`src/rtl/sobel_frame_ctrl.sv`:
```
// Frame sequencer feeding the gauss-to-sobel line buffer.
// Optional stall/frame statistics: define SOBEL_CTRL_STATS_EN.
module sobel_frame_ctrl #(
   parameter int WIDTH    = 508,
   parameter int HEIGHT   = 508,
   parameter int R_KERNEL = 1,
   parameter int CNT_W    = 10,
   parameter int OCNT_W   = 20
) (
   input  logic              clk,
   input  logic              rst_n,
   input  logic              start,
   input  logic              abort,
   input  logic              s_valid,
   input  logic [7:0]        s_pixel,
   output logic              s_ready,
   output logic              buf_write,
   output logic [7:0]        buf_pixel,
   output logic              m_valid,
   input  logic              m_ready,
   output logic [OCNT_W-1:0] out_count,
`ifdef SOBEL_CTRL_STATS_EN
   output logic [31:0]       stall_cycles,
   output logic [15:0]       frame_cnt,
`endif
   output logic              busy,
   output logic              frame_done
);

   typedef enum logic [1:0] {
      IDLE,
      STREAM,
      DRAIN,
      DONE
   } state_t;

   localparam logic [CNT_W-1:0] LAST_COL = CNT_W'(WIDTH - 1);
   localparam logic [CNT_W-1:0] LAST_ROW = CNT_W'(HEIGHT - 1);
   localparam logic [CNT_W-1:0] EDGE     = CNT_W'(2 * R_KERNEL);

   state_t            state_q, state_d;
   logic [CNT_W-1:0]  row_q, row_d;
   logic [CNT_W-1:0]  col_q, col_d;
   logic [OCNT_W-1:0] out_count_q, out_count_d;
   logic              buf_write_q, buf_write_d;
   logic [7:0]        buf_pixel_q, buf_pixel_d;
   logic              m_valid_q, m_valid_d;
   logic              busy_q, busy_d;
   logic              frame_done_q, frame_done_d;
`ifdef SOBEL_CTRL_STATS_EN
   logic [31:0]       stall_q, stall_d;
   logic [15:0]       fcnt_q, fcnt_d;
`endif

   logic acc;
   logic interior;
   logic last_col;
   logic last_row;
   logic consume;

   // Ready drops while a result waits, so the window never shifts under it.
   assign s_ready  = (state_q == STREAM) && (!m_valid_q || m_ready);
   assign acc      = s_valid && s_ready;
   assign interior = (row_q >= EDGE) && (col_q >= EDGE);
   assign last_col = (col_q == LAST_COL);
   assign last_row = (row_q == LAST_ROW);
   assign consume  = m_valid_q && m_ready;

   always_comb begin
      state_d      = state_q;
      row_d        = row_q;
      col_d        = col_q;
      out_count_d  = out_count_q;
      buf_write_d  = 1'b0;
      buf_pixel_d  = buf_pixel_q;
      m_valid_d    = m_valid_q;
`ifdef SOBEL_CTRL_STATS_EN
      stall_d      = stall_q;
      fcnt_d       = fcnt_q;
`endif

      if (consume) begin
         out_count_d = out_count_q + OCNT_W'(1);
      end

      if (acc && interior) begin
         m_valid_d = 1'b1;
      end else if (m_ready) begin
         m_valid_d = 1'b0;
      end

`ifdef SOBEL_CTRL_STATS_EN
      if ((state_q == STREAM || state_q == DRAIN) && m_valid_q && !m_ready) begin
         stall_d = stall_q + 32'd1;
      end
      if (state_q == DONE) begin
         fcnt_d = fcnt_q + 16'd1;
      end
`endif

      unique case (state_q)
         IDLE: begin
            if (start) begin
               state_d     = STREAM;
               row_d       = '0;
               col_d       = '0;
               out_count_d = '0;
`ifdef SOBEL_CTRL_STATS_EN
               stall_d     = '0;
`endif
            end
         end
         STREAM: begin
            if (acc) begin
               buf_write_d = 1'b1;
               buf_pixel_d = s_pixel;
               if (last_col) begin
                  col_d = '0;
                  if (last_row) begin
                     row_d   = '0;
                     state_d = DRAIN;
                  end else begin
                     row_d = row_q + CNT_W'(1);
                  end
               end else begin
                  col_d = col_q + CNT_W'(1);
               end
            end
         end
         DRAIN: begin
            if (!m_valid_q || m_ready) begin
               state_d = DONE;
            end
         end
         DONE: begin
            state_d = IDLE;
         end
         default: begin
            state_d = IDLE;
         end
      endcase

      if (abort && state_q != IDLE) begin
         state_d     = IDLE;
         row_d       = '0;
         col_d       = '0;
         out_count_d = '0;
         buf_write_d = 1'b0;
         m_valid_d   = 1'b0;
      end

      busy_d       = (state_d != IDLE);
      frame_done_d = (state_d == DONE);
   end

   always_ff @(posedge clk or negedge rst_n) begin
      if (!rst_n) begin
         state_q      <= IDLE;
         row_q        <= '0;
         col_q        <= '0;
         out_count_q  <= '0;
         buf_write_q  <= 1'b0;
         buf_pixel_q  <= '0;
         m_valid_q    <= 1'b0;
         busy_q       <= 1'b0;
         frame_done_q <= 1'b0;
`ifdef SOBEL_CTRL_STATS_EN
         stall_q      <= '0;
         fcnt_q       <= '0;
`endif
      end else begin
         state_q      <= state_d;
         row_q        <= row_d;
         col_q        <= col_d;
         out_count_q  <= out_count_d;
         buf_write_q  <= buf_write_d;
         buf_pixel_q  <= buf_pixel_d;
         m_valid_q    <= m_valid_d;
         busy_q       <= busy_d;
         frame_done_q <= frame_done_d;
`ifdef SOBEL_CTRL_STATS_EN
         stall_q      <= stall_d;
         fcnt_q       <= fcnt_d;
`endif
      end
   end

   assign buf_write  = buf_write_q;
   assign buf_pixel  = buf_pixel_q;
   assign m_valid    = m_valid_q;
   assign out_count  = out_count_q;
   assign busy       = busy_q;
   assign frame_done = frame_done_q;
`ifdef SOBEL_CTRL_STATS_EN
   assign stall_cycles = stall_q;
   assign frame_cnt    = fcnt_q;
`endif

endmodule

```
`config.mk`:
```
export PLATFORM = sky130hd
export DESIGN_NAME = sobel_frame_ctrl
export DESIGN_NICKNAME = d
export VERILOG_FILES = /design/src/rtl/sobel_frame_ctrl.sv
export SDC_FILE = /design/constraint.sdc
export NUM_CORES = 1
export LEC_CHECK = 0
export BUFFER_PORTS_ARGS = -buffer_cell sky130_fd_sc_hd__buf_2
export CAP_MARGIN = 10
export CORE_ASPECT_RATIO = 0.6
export CORE_MARGIN = 3
export CORE_UTILIZATION = 45
export CTS_BUF_LIST = sky130_fd_sc_hd__clkbuf_8
export DETAILED_ROUTE_END_ITERATION = 8
export MAX_ROUTING_LAYER = met4
export PLACE_DENSITY = 0.74
export SLEW_MARGIN = 5
export SYNTH_ARGS = -nofsm -noshare
export SYNTH_HDL_FRONTEND = slang
export SYNTH_SLANG_ARGS = --single-unit
```
`constraint.sdc`:
```
create_clock -name clk -period 1.6 [get_ports clk]
set_clock_uncertainty 0.1 [all_clocks]
set_input_delay 0.08 -clock clk [delete_from_list [all_inputs] [get_ports clk]]
set_output_delay 0.08 -clock clk [all_outputs]
set_load 0.01 [all_outputs]
```
# == Yosys cells after proc, flatten, opt, wreduce, memory -nomap -nowiden ==
# Cells that the tools add are included.
# word_totals
regBits,54
latch_bits,0
ram_bits,0
rom_bits,0
elab_cells,66
mem_count,0
# classes
add_sub_neg,3
mul,0
div,0
n_lt_le_gt_ge,2
eq_ne,9
n_shift,0
n_mux,27
bitwise_logic,0
n_reduce_logical,16
# ops
cell,count
$mux W10,8
$mux W20,4
$pmux W10 S2,2
$add A10 B1 Y10 const B,2
$add A20 B1 Y20 const B,1
$eq A10 B9 Y1 const B,2
$ge A10 B2 Y1 const B,2
$mux W2,6
$pmux W2 S4,1
$eq A2 B2 Y1 const B,3
$logic_and A1 B1 Y1,6
$mux W1,6
$ne A3 B2 Y1 const B,2
$reduce_bool A3 Y1,2
$reduce_and A4 Y1,1
$reduce_bool A2 Y1,2
$ne A3 B3 Y1 const B,1
$reduce_and A3 Y1,1
$eq A2 B1 Y1 const B,1
$logic_not A2 Y1,1
$reduce_and A2 Y1,1
$logic_not A1 Y1,1
$logic_or A1 B1 Y1,1

# == Depth between registers and ports, before layout ==
# depth
word_depth,8
ltp_mapped,8

# == Least setup slack after synthesis ==
# OpenSTA, ideal clock, no wires.
# synth_path
path_kind,register to register
startpoint,register col_q[1]
endpoint,register col_q[1]
setup_ns,0.131
t_arrival_ns,1.545
required_ns,1.369
setup_slack_ns,-0.176
path_stages_with_launch,9
cell_sequence,dfrtp_1 ha_1 and2_1 nand4_4 o21a_1 buf_2 nor2_1 buf_2 a211oi_1
# synth_between
elab_chain_len,5
word_cells_on_any_way,6
classes_between,1 x add/sub; 1 x eq/ne; 4 x mux
# synth_lines
item,line,source
from (decl),43,"logic [CNT_W-1:0] col_q, col_d;"
from (signal assigned),174,col_q <= col_d;
$add A10 B1 Y10 / $eq A10 B9 Y1 (equally long branches),"126, 65",
$mux W10 (*),117,if (last_col) begin
$mux W10 (*),114,if (acc) begin
$pmux W10 S2 (*),101,unique case (state_q)
$mux W10 (*),143,if (abort && state_q != IDLE) begin
# Mark *: on every way between the ends. The rest lies on a longest branch, timed or not. The select of a mux whose other input is x is not followed.
# A chain may end at the register's enable or synchronous reset.

# == Worst setup path after layout ==
# layout_path
startpoint,register row_q[1]
endpoint,register row_q[3]
# layout_between
elab_chain_len,6
word_cells_on_any_way,7
classes_between,1 x add/sub; 1 x eq/ne; 5 x mux
# layout_lines
item,line,source
from (decl),42,"logic [CNT_W-1:0] row_q, row_d;"
from (signal assigned),173,row_q <= row_d;
$add A10 B1 Y10 / $eq A10 B9 Y1 (equally long branches),"123, 66",
$mux W10 (*),119,if (last_row) begin
$mux W10 (*),117,
$mux W10 (*),114,
$pmux W10 S2 (*),101,
$mux W10 (*),143,
# Marks and branches as above.

==> out/metrics.yaml <==
path_clk_slew_ns: 0.10
fp.dieH_um: 67.7
pre_cts_ws_ns: -0.375
crit_buf_inv: 1
cts_root_buf: "clkbuf_8"
worst_slew_pin_slew_ns: 0.503
dr_total_vias: 2799
finalMaxSlewViolations: 0
crit_fanout: 4
synth_fp_nets: 304
r2r_start: "row_q[1]"
violations: "setup timing"
gp_congestion: 0.893
synth_cell_types: 49
critPathLaunchType: "flip-flop"
track_usage: 0.243
synth_top_area_frac: 0.473
hold_violations: 0
cts_tree: "done"
nets: 442
clkPwrFrac: 0.296
crit_path_top_delay_cell: "dfrtp_1"
clock_tree.buffer_depth: 2
drtIter0Drc: 184
power_switching_mw: 0.898
syn_inst: 285
async_flop_share: 1.00
first_global_vias: 2561
synth-edff-count: 0
ys.flop_type: "dfrtp_1"
area_delta_synth_final_pct: 57.7
chipWidth_um: 109
synthTopCellsByArea: "dfrtp_1 (47%), xnor2_1 (6.7%), nor2_1 (5.0%), mux2_2 (3.2%), nand3_1 (2.6%)"
synth_area_um2: 2860
fillers: 349
ys_warn_count: 0
peakVddDrop_v: 0.000528
cts_num_sinks: 54
wl_um: 9100
required_ns: 1.69
vias_per_cell: 5.56
start_util: 0.488
overflow: 0
yosysSeqAreaShare: 0.473
max_cap_viol_count: 0
status: "complete, but fails checks"
slowest_delay_ns: 0.45
layout_commonest_cell: "buf_4"
crit_path_frequent_cell: "o31ai_1"
grt_pass1_wl_um: 13100
synth_largest_area_cell: "dfrtp_1"
ys_ff_latch: 54
total_power_mw: 3.26
hold_path.startpoint: "m_ready"
dp.cells: 458
p_seq_frac: 0.455
num_antenna_cells: 0
grt_max_degree: 36
drive_gt1_frac: 0.508
numCtsBuffers: 5
fp-row-count: 21
max-slew-margin-rel: 0.665
clk_latency_ns: 0.32
p_comb_frac: 0.249
setup_viol: 39
cp.arrival_ns: 2.16
internal_power_mw: 2.36
dp_hpwl_um: 5340
min_period_over_period: 1.30
critPathKind: "flip-flop to flip-flop"
final_cells: 503
power_density_nw_per_um2: 724
htreeDepth: 2
ant_nets: 0
swShare: 0.275
leakage_nw: 2.08
drt_pre_antenna_iters: 4
layout.area.seq_um2: 1350
antenna_found_initial: 0
boundaryPins: 47
port_buffers: 46
setup_ws_ns: -0.473
rsz0062_at_grt: "true"
cp-end-kind: "flip-flop"
crit_path_cell_trace: "ha_4 -> nand4bb_4 -> o31ai_4 -> buf_6 -> nor2b_1 -> o31ai_1 -> o31ai_1"
drcViolationCount: 0
die_area_um2: 7370
core_area_um2: 5860
synth.avg_cell_area_um2: 10.0
crit_family: "compound AO/OA/AOI/OAI gates"
hp-class: "input port to flip-flop"
startpoint: "row_q[1]"
final.min_clock_period_ns: 2.07
multi_input_area_um2: 1730
avgRoutedWirePerCell_um: 18.1
max_freq_ghz: 0.482
layout_common_cells: "buf_4 (59), dfrtp_1 (52), buf_2 (46), nor2_1 (34), xnor2_1 (22)"
-- final timing paths --
path / endpoint / slack (ns) / cells after the start
max in group asynchronous: out_count[11] / 0.70 / 3
worst min register to register: buf_pixel[3] / 0.41 / 1
worst min-delay path: out_count[1] / 0.05 / 4
worst max-delay path: row_q[3] / -0.47 / 7
worst max register to register: row_q[3] / -0.47 / 7
min in group asynchronous: row_q[1] / 0.15 / 2
-- layer usage --
| layer | global-route usage | routed length [µm] | vias to the layer above |
|---|---|---|---|
| li1 | - | - | 1275 |
| met1 | 0.347 | 4010 | 1373 |
| met2 | 0.359 | 4150 | 125 |
| met3 | 0.0468 | 711 | 26 |
| met4 | 0.0583 | 230 | 0 |
| met5 | - | 0 | - |
-- layout make-up --
| type | instances | share of cell area |
|---|---|---|
| Tap cell | 80 | 0.0222 |
| Multi-Input combinational cell | 208 | 0.385 |
| Timing Repair Buffer | 142 | 0.258 |
| Sequential cell | 54 | 0.300 |
| Inverter | 12 | 0.00999 |
| Clock inverter | 1 | 0.00666 |
| Clock buffer | 6 | 0.0183 |
-- tightest hold or removal path, stage by stage --
cell and delay [ns]:
buf_2 0.12, nand2_1 0.09, nand2_1 0.07, a21oi_1 0.07
-- power by group through the flow --
stage / Combinational, mW / Clock [mW] / Sequential, mW
after floorplan: 0.272 / 0 / 1.54
after global placement: 0.541 / 0 / 1.50
after detailed placement: 0.553 / 0 / 1.51
after CTS: 0.727 / 0.979 / 1.49
after global routing: 0.866 / 1.03 / 1.49
final: 0.813 / 0.965 / 1.48
-- through the flow --
stage / hold WS (ns) / util / instance area, µm² / setup TNS (ns)
detailed placement: -0.0158 / 0.619 / 3630 / -5.45
global route: 0.0763 / 0.769 / 4510 / -9.06
finish: 0.0455 / 0.769 / 4510 / -6.79
CTS: 0.0383 / 0.717 / 4200 / -3.83
floorplan: -0.316 / - / 2910 / -2.15
global placement: -0.0272 / 0.619 / 3630 / -4.47
-- sequential cells by signal (all words and copies together), names as in the netlist, 2 cells and up --
register and count:
row_q 10, col_q 10, state_q 2, out_count 20
buf_pixel 8
-- cells in the mapped netlist (2+ instances only) --
cell type / n
nand2_1: 11
and4_1: 3
nor4_2: 3
mux2_2: 8
inv_1: 12
ha_1: 5
nand3_1: 15
xnor2_1: 22
o21ai_0: 8
nor3_1: 15
and2_1: 4
o22ai_1: 2
buf_6: 2
a21oi_1: 8
o21a_1: 2
and3_1: 5
o31ai_1: 10
nor3b_1: 2
a31oi_1: 2
nor4_1: 5
nor2b_1: 3
buf_2: 5
a21o_1: 3
xor2_1: 4
dfrtp_1: 54
clkbuf_1: 3
nand4_1: 6
nor2_1: 38
nand2b_1: 2
or3_1: 4
-- kinds of logic after synthesis --
group | synth area share
AOI/OAI and AO/OA | 0.0919
xor gates and xnor gates | 0.0797
adders and majority gates | 0.0219
buffers and inverters | 0.0390
DFF | 0.473
muxes | 0.0315
and+or+nand+nor | 0.263
-- repair_timing --
item,in CTS,in global routing
hold endpoints to repair,29,0
buffers inserted,7,21
endpoints found under the setup margin,36,44
gates cloned,3,0
gates resized for setup,43,44
pin swaps,23,24
hold buffers,11,0
(Power assumes the default switching activity.)
